File: src/rtl/route_e_controller.sv
// Route-E setting controller: request check, points proving, signal clear,
// train passage and approach-locked cancellation with a points-timeout fault.
module route_e_controller #(
  parameter int POINT_TIMEOUT = 1000,
  parameter int RELEASE_DELAY = 500,
  parameter int TW            = 16
) (
  input  logic       i_Clk,
  input  logic       i_Rst_n,
  input  logic       i_Req,
  input  logic       i_Cancel,
  input  logic       i_Permit,
  input  logic       i_PointsDetected,
  input  logic       i_TrackOccupied,
  output logic       o_Set,
  output logic       o_PointsCall,
  output logic       o_Signal,
  output logic       o_Locked,
  output logic       o_Fault,
  output logic       o_Reject,
  output logic [2:0] o_State
);

  typedef enum logic [2:0] {
    IDLE       = 3'd0,
    CHECK      = 3'd1,
    SET_POINTS = 3'd2,
    CLEAR      = 3'd3,
    OCCUPIED   = 3'd4,
    APPROACH   = 3'd5,
    FAULT      = 3'd6
  } state_t;

  localparam logic [TW-1:0] PT_LAST = TW'(POINT_TIMEOUT - 1);
  localparam logic [TW-1:0] RD_LAST = TW'(RELEASE_DELAY - 1);

  state_t        state, state_nxt;
  logic [TW-1:0] timer;
  logic          reject;

  always_ff @(posedge i_Clk) begin
    if (!i_Rst_n) begin
      state  <= IDLE;
      timer  <= '0;
      reject <= 1'b0;
    end else begin
      state  <= state_nxt;
      // Refusal is a permit miss in CHECK; cancel alone is not a reject.
      reject <= (state == CHECK) && !i_Permit;
      if (state_nxt != state || state == IDLE)
        timer <= '0;
      else if (timer != '1)
        timer <= timer + TW'(1);
    end
  end

  always_comb begin
    state_nxt = state;
    case (state)
      IDLE:       if (i_Req && !i_TrackOccupied) state_nxt = CHECK;
      CHECK: begin
        if (!i_Permit)     state_nxt = IDLE;
        else if (i_Cancel) state_nxt = IDLE;
        else               state_nxt = SET_POINTS;
      end
      SET_POINTS: begin
        if (i_Cancel)               state_nxt = IDLE;
        else if (i_PointsDetected)  state_nxt = CLEAR;
        else if (timer == PT_LAST)  state_nxt = FAULT;
      end
      CLEAR: begin
        if (i_TrackOccupied)                    state_nxt = OCCUPIED;
        else if (!i_PointsDetected || !i_Permit) state_nxt = FAULT;
        else if (i_Cancel)                      state_nxt = APPROACH;
      end
      OCCUPIED:   if (!i_TrackOccupied) state_nxt = IDLE;
      APPROACH: begin
        if (i_TrackOccupied)       state_nxt = OCCUPIED;
        else if (timer == RD_LAST) state_nxt = IDLE;
      end
      FAULT:      if (i_Cancel && !i_TrackOccupied) state_nxt = IDLE;
      default:    state_nxt = IDLE;
    endcase
  end

  always_comb begin
    o_Set        = 1'b0;
    o_Locked     = 1'b0;
    o_PointsCall = 1'b0;
    o_Signal     = 1'b0;
    o_Fault      = 1'b0;
    case (state)
      CHECK:      o_Set = 1'b1;
      SET_POINTS: begin o_Set = 1'b1; o_Locked = 1'b1; o_PointsCall = 1'b1; end
      CLEAR: begin
        o_Set = 1'b1; o_Locked = 1'b1; o_PointsCall = 1'b1; o_Signal = 1'b1;
      end
      OCCUPIED,
      APPROACH:   o_Locked = 1'b1;
      FAULT:      begin o_Set = 1'b1; o_Locked = 1'b1; o_Fault = 1'b1; end
      default: ;
    endcase
  end

  assign o_Reject = reject;
  assign o_State  = state;

endmodule

File: config.mk
export PLATFORM = sky130hd
export DESIGN_NAME = route_e_controller
export DESIGN_NICKNAME = d
export VERILOG_FILES = /design/src/rtl/route_e_controller.sv
export SDC_FILE = /design/constraint.sdc
export NUM_CORES = 1
export LEC_CHECK = 0
export ABC_AREA = 1
export CORE_MARGIN = 2
export CORE_UTILIZATION = 30
export CTS_BUF_LIST = sky130_fd_sc_hd__clkbuf_4 sky130_fd_sc_hd__clkbuf_8
export DETAILED_ROUTE_END_ITERATION = 8
export PLACE_DENSITY = 0.51
export SLEW_MARGIN = 10
export SYNTH_ARGS = -nofsm -noshare
export SYNTH_HDL_FRONTEND = slang
export SYNTH_SLANG_ARGS = --single-unit
export TNS_END_PERCENT = 10
File: constraint.sdc
create_clock -name i_Clk -period 1.56 [get_ports i_Clk]
set_input_delay 0.312 -clock i_Clk [delete_from_list [all_inputs] [get_ports i_Clk]]
set_output_delay 0.312 -clock i_Clk [all_outputs]
set_load 0.005 [all_outputs]
Word-level counts from Yosys, hierarchy flattened --
Index checks and enable logic that the tools add are counted.
Word-level totals: output and inout bits 9, flip-flop bits (word level) 20, input bits 7
Cells by class: bitwise operators 1, equal/unequal tests 10, mux-type cells 19, $add $sub $neg 1, reduce and logical (&&, ||, !) cells 13
Operators with widths (count):
- $mux 3 | 11
- $pmux 3 s7 | 1
- $add 16x1->16 const B | 1
- $eq 16x10->1 const B | 1
- $eq 16x9->1 const B | 1
- $ne 16x16->1 const B | 1
- $eq 3x3->1 const B | 3
- $eq 3x2->1 const B | 2
- $mux 1 | 5
- $reduce_or 5->1 | 1
- $mux 2 | 2
- $reduce_or 2->1 | 2
- $reduce_or 4->1 | 1
- $eq 3x1->1 const B | 1
- $logic_and 1x1->1 | 3
- $logic_not 1->1 | 3
- $logic_not 3->1 | 1
- $ne 3x3->1 | 1
- $logic_or 1x1->1 | 2
- $not 1->1 | 1

Longest topological paths before layout --
word-level depth 8, depth in mapped cells 14

Worst setup path after synthesis --
OpenSTA, ideal clock, no wires.
kind reg-to-reg, start point register timer[0], end point register timer[5], clock period less this slack 1723 ps, data required time 1440 ps, library setup time 120 ps, cell stages (with the launch flop) 9, slack -163 ps, arrival 1603 ps, cell sequence dfxtp_1 -> ha_1 -> nand3_1 -> or2_4 -> nor3_4 -> nand2_2 -> nand2_1 -> xor2_1 -> nor2_4
On the way: cells in the longest elaborated chain, start to end 8, elaborated cells on any way between the ends 13, classes of those cells 1 x add/sub; 4 x eq/ne; 6 x mux; 2 x reduce/logical
RTL lines:
- from (decl) | RTL line 38 | logic [TW-1:0] timer;
- from (signal assigned) | RTL line 53 | timer <= timer + TW'(1);
- $eq 16x10->1 | RTL line 69 | else if (timer == PT_LAST) state_nxt = FAULT;
- $mux 3 | RTL line 69
- $mux 3 | RTL line 68 | else if (i_PointsDetected) state_nxt = CLEAR;
- $mux 3 | RTL line 67 | if (i_Cancel) state_nxt = IDLE;
- $pmux 3 s7 | RTL line 59 | case (state)
- $ne 3x3->1 | RTL line 50 | if (state_nxt != state || state == IDLE)
- $logic_or 1x1->1 | RTL line 50
- $reduce_or 2->1 (no source line)
Parallel ways exist; a longest one is shown, timed or not. A chain may end at the register's enable or synchronous reset.

Final worst setup path --
start point input i_TrackOccupied, end point register timer[15]
On the way: cells in the longest elaborated chain, start to end 7, elaborated cells on any way between the ends 12, classes of those cells 1 x eq/ne; 6 x mux; 5 x reduce/logical
RTL lines:
- from (decl) | RTL line 14 | input logic i_TrackOccupied,
- $logic_not 1->1 | RTL line 60, 81
- $logic_and 1x1->1 (on tied branches) | RTL line 81, 60
- $mux 3 (on tied branches) | RTL line 81, 60
- $pmux 3 s7 * | RTL line 59
- $ne 3x3->1 * | RTL line 50
- $logic_or 1x1->1 * | RTL line 50
- $reduce_or 2->1 (no source line) *
Mark *: on every way between the ends. The rest lies on a longest branch, timed or not.

==> flow_summary.ini <==
[status]
run_status = complete, but fails checks
failed_checks = setup timing

[flow_run]
drv_cap = 0

[timing]
max_slew_margin = 0.8270
fin_crit_ns = 1.653
worst_pin_slew_ns = 0.2577
finClkSkew_ns = 0.003363
post-route-period-util = 1.060
hold_viol_final = 0
setup_violations = 18
fmax_ghz = 0.6049
setup_ws_ns = -0.09330
maxSlewViolCount = 0
rsz0062_at_grt = yes

[setup_path]
worstSetupPathType = in2reg
end_kind = flip-flop
cp.arrival_ns = 1.86
worstReg2RegStart = o_State[0]
worst_setup_path_start_kind = primary input
cp_max_fo = 6
worstRegToRegCells = 13
rrSetupSlack_ns = -0.08
timing.rr.end = timer[15]
cp.required_ns = 1.77

[floorplanning]
dieArea_um2 = 5163
initial_core_util = 0.3151
ios = 16
core_area_um2 = 4384
core.rowCount = 24
dieWidth_um = 71.86
die_height_um = 71.86

[clocking]
clock_latency_ns = 0.26
cts_buffers = 3
clk_pin_slew_ns = 0.08
cts_tree = done
htreeDepth = 1
cts.path.max_buffers = 2
cts_sinks = 20
root_buffer = clkbuf_8

[final_layout]
insertedDiodeCount = 0
fin_area_um2 = 2230
utilization = 0.5086
drive_above_1_share = 0.5000
regArea_um2 = 421.7
nFillCells = 440
multi_input_comb_area_um2 = 992.2
fin_nets = 281
area_delta_synth_final_pct = 61.41

[detailed_routing]
firstDrtPassIters = 4
ant_nets = 0
drt-initial-drc-count = 53
via_per_inst = 4.407
drc = 0
totalWireLength_um = 3531
wl_per_cell_um = 10.90
vias = 1428

[power_and_ir_drop]
power_switching_uw = 251.7
swShare = 0.2379
p_leak_uw = 0.001086
pwr-share-seq = 0.486
ir_worst_vdd_v = 0.0004557
combPwrFrac = 0.128
p_int_uw = 806.4
finalPower_uw = 1058
pwr-share-clk = 0.386
power.density_nw_per_um2 = 474.6

[hold_path]
hold_path.class = in2reg
hold_path_end = o_Reject
hold_depth = 3
hold_start = i_Permit

[global_routing]
grt_pass1_wl_um = 5899
grt_pass1_vias = 1383
grt_usage = 0.1404
antenna_found_initial = 0
grt_max_degree = 13
grt_overflow_total = 0

[synth]
synthFlopType = dfxtp_1
synth_common_cells = nand2_1, nor2_1, inv_1
syn_area_um2 = 1381
synth.area.top_cells = dfxtp_1, nand2_1, nor2_4, nor2_1, nand3_1
ys_seq_elements = 20
syn_area_per_cell_um2 = 6.976
async_reset_ff_frac = 0
synth_most_common_cell = nand2_1
yosysSeqAreaShare = 0.2899
yosysWarnings = 0
netlist_instances = 198
ys_types = 28
synth_top_area_frac = 0.2899
syn_nets = 206
synth_area_leader_cell = dfxtp_1
synth_edf_count = 0

[place]
placed_area_um2 = 1977
hpwl_um = 2567
dpl_worst_slack_ns = -0.4632
portBuffers = 15
gp_congestion = 0.8545
==> critical path: stages <==
cell and delay, ns:
clkdlybuf4s50_1 0.41, inv_2 0.07, nand2_1 0.06, nand3_2 0.08, nand2_1 0.06, nor2_2 0.13, nand3_2 0.11, nand2_2 0.08
nand3_2 0.07, nor2_4 0.13, nand2_4 0.08, clkbuf_16 0.18, nor2_4 0.07
==> per-layer routing <==
metal | vias up | global-route usage | share of wire
li1 | 770 | - | -
met1 | 634 | 0.1775 | 0.46
met2 | 20 | 0.2510 | 0.50
met3 | 4 | 0.01688 | 0.033
met4 | 0 | 0.03774 | 0.010
met5 | - | 0 | 0
==> how the worst max path moves through the flow <==
stage                               to            start  depth (start not counted)
after global placement        timer[5]         i_Cancel                         13
after floorplan               timer[0]         timer[1]                          7
after CTS                 o_PointsCall       o_State[1]                          5
final                        timer[15]  i_TrackOccupied                         13
after global routing         timer[11]  i_TrackOccupied                         13
after detailed placement      timer[5]         i_Cancel                         13
==> per-stage QoR <==
step	TNS, ns	std cells	hold slack [ns]
2_1_floorplan	-0.1530	198	0.3901
3_3_place_gp	-8.097	311	0.6145
3_5_place_dp	-7.428	311	0.6114
4_1_cts	-1.789	317	0.6067
5_1_grt	-2.925	324	0.4153
6_report	-1.316	324	0.3850
==> cell type report <==
type                       count  share of cell area
tap                           52             0.02918
timing repair buffer          71              0.2660
inverter                      26             0.04602
clock buffer                   4             0.02469
sequential                    20              0.1891
multi-input combinational    151              0.4450
==> repair_timing <==
action                     4_1_cts  5_1_grt
setup endpoints to repair       24       20
gates resized for setup         22       37
hold buffers                     0        0
pin swaps                        0       19
gates cloned                     0        1
hold endpoints to repair         0        0
buffers inserted                 2        6
==> flip-flops by register name, summed over array words and instances (netlist names) <==
register and count:
o_Reject 1, o_State 3, timer 16
==> layout by cell type, fill, tap and decap left out, types with 5 or more instances in the layout <==
master and count:
nand2_1 40, inv_1 17, buf_4 54, inv_2 8, xnor2_1 5, nor2_1 21
nand3_1 14, nor2_2 12, nand2_2 8, nand3_2 5, dfxtp_1 9, dfxtp_2 8
dlygate4sd2_1 7, nor2_4 15, xor2_1 6
==> power groups by stage <==
stage / Clock, uW / Combinational [uW] / Sequential, uW
3_5_place_dp: 0 / 121 / 529
6_report: 408 / 135 / 515
4_1_cts: 422 / 119 / 514
3_3_place_gp: 0 / 121 / 530
5_1_grt: 438 / 148 / 515
2_1_floorplan: 0 / 54.2 / 530
==> cells by family after synthesis <==
| family | after synthesis | share of synthesized area |
|---|---|---|
| AND/OR/NAND/NOR | 132 | 0.5163 |
| buffers and inverters | 27 | 0.08514 |
| XOR/XNOR | 12 | 0.07609 |
| flip-flops | 20 | 0.2899 |
| AO/OA/AOI/OAI | 6 | 0.02355 |
| adder cells (fa/ha/maj) | 1 | 0.009057 |
Note: power is estimated with default switching activity, not from simulation.
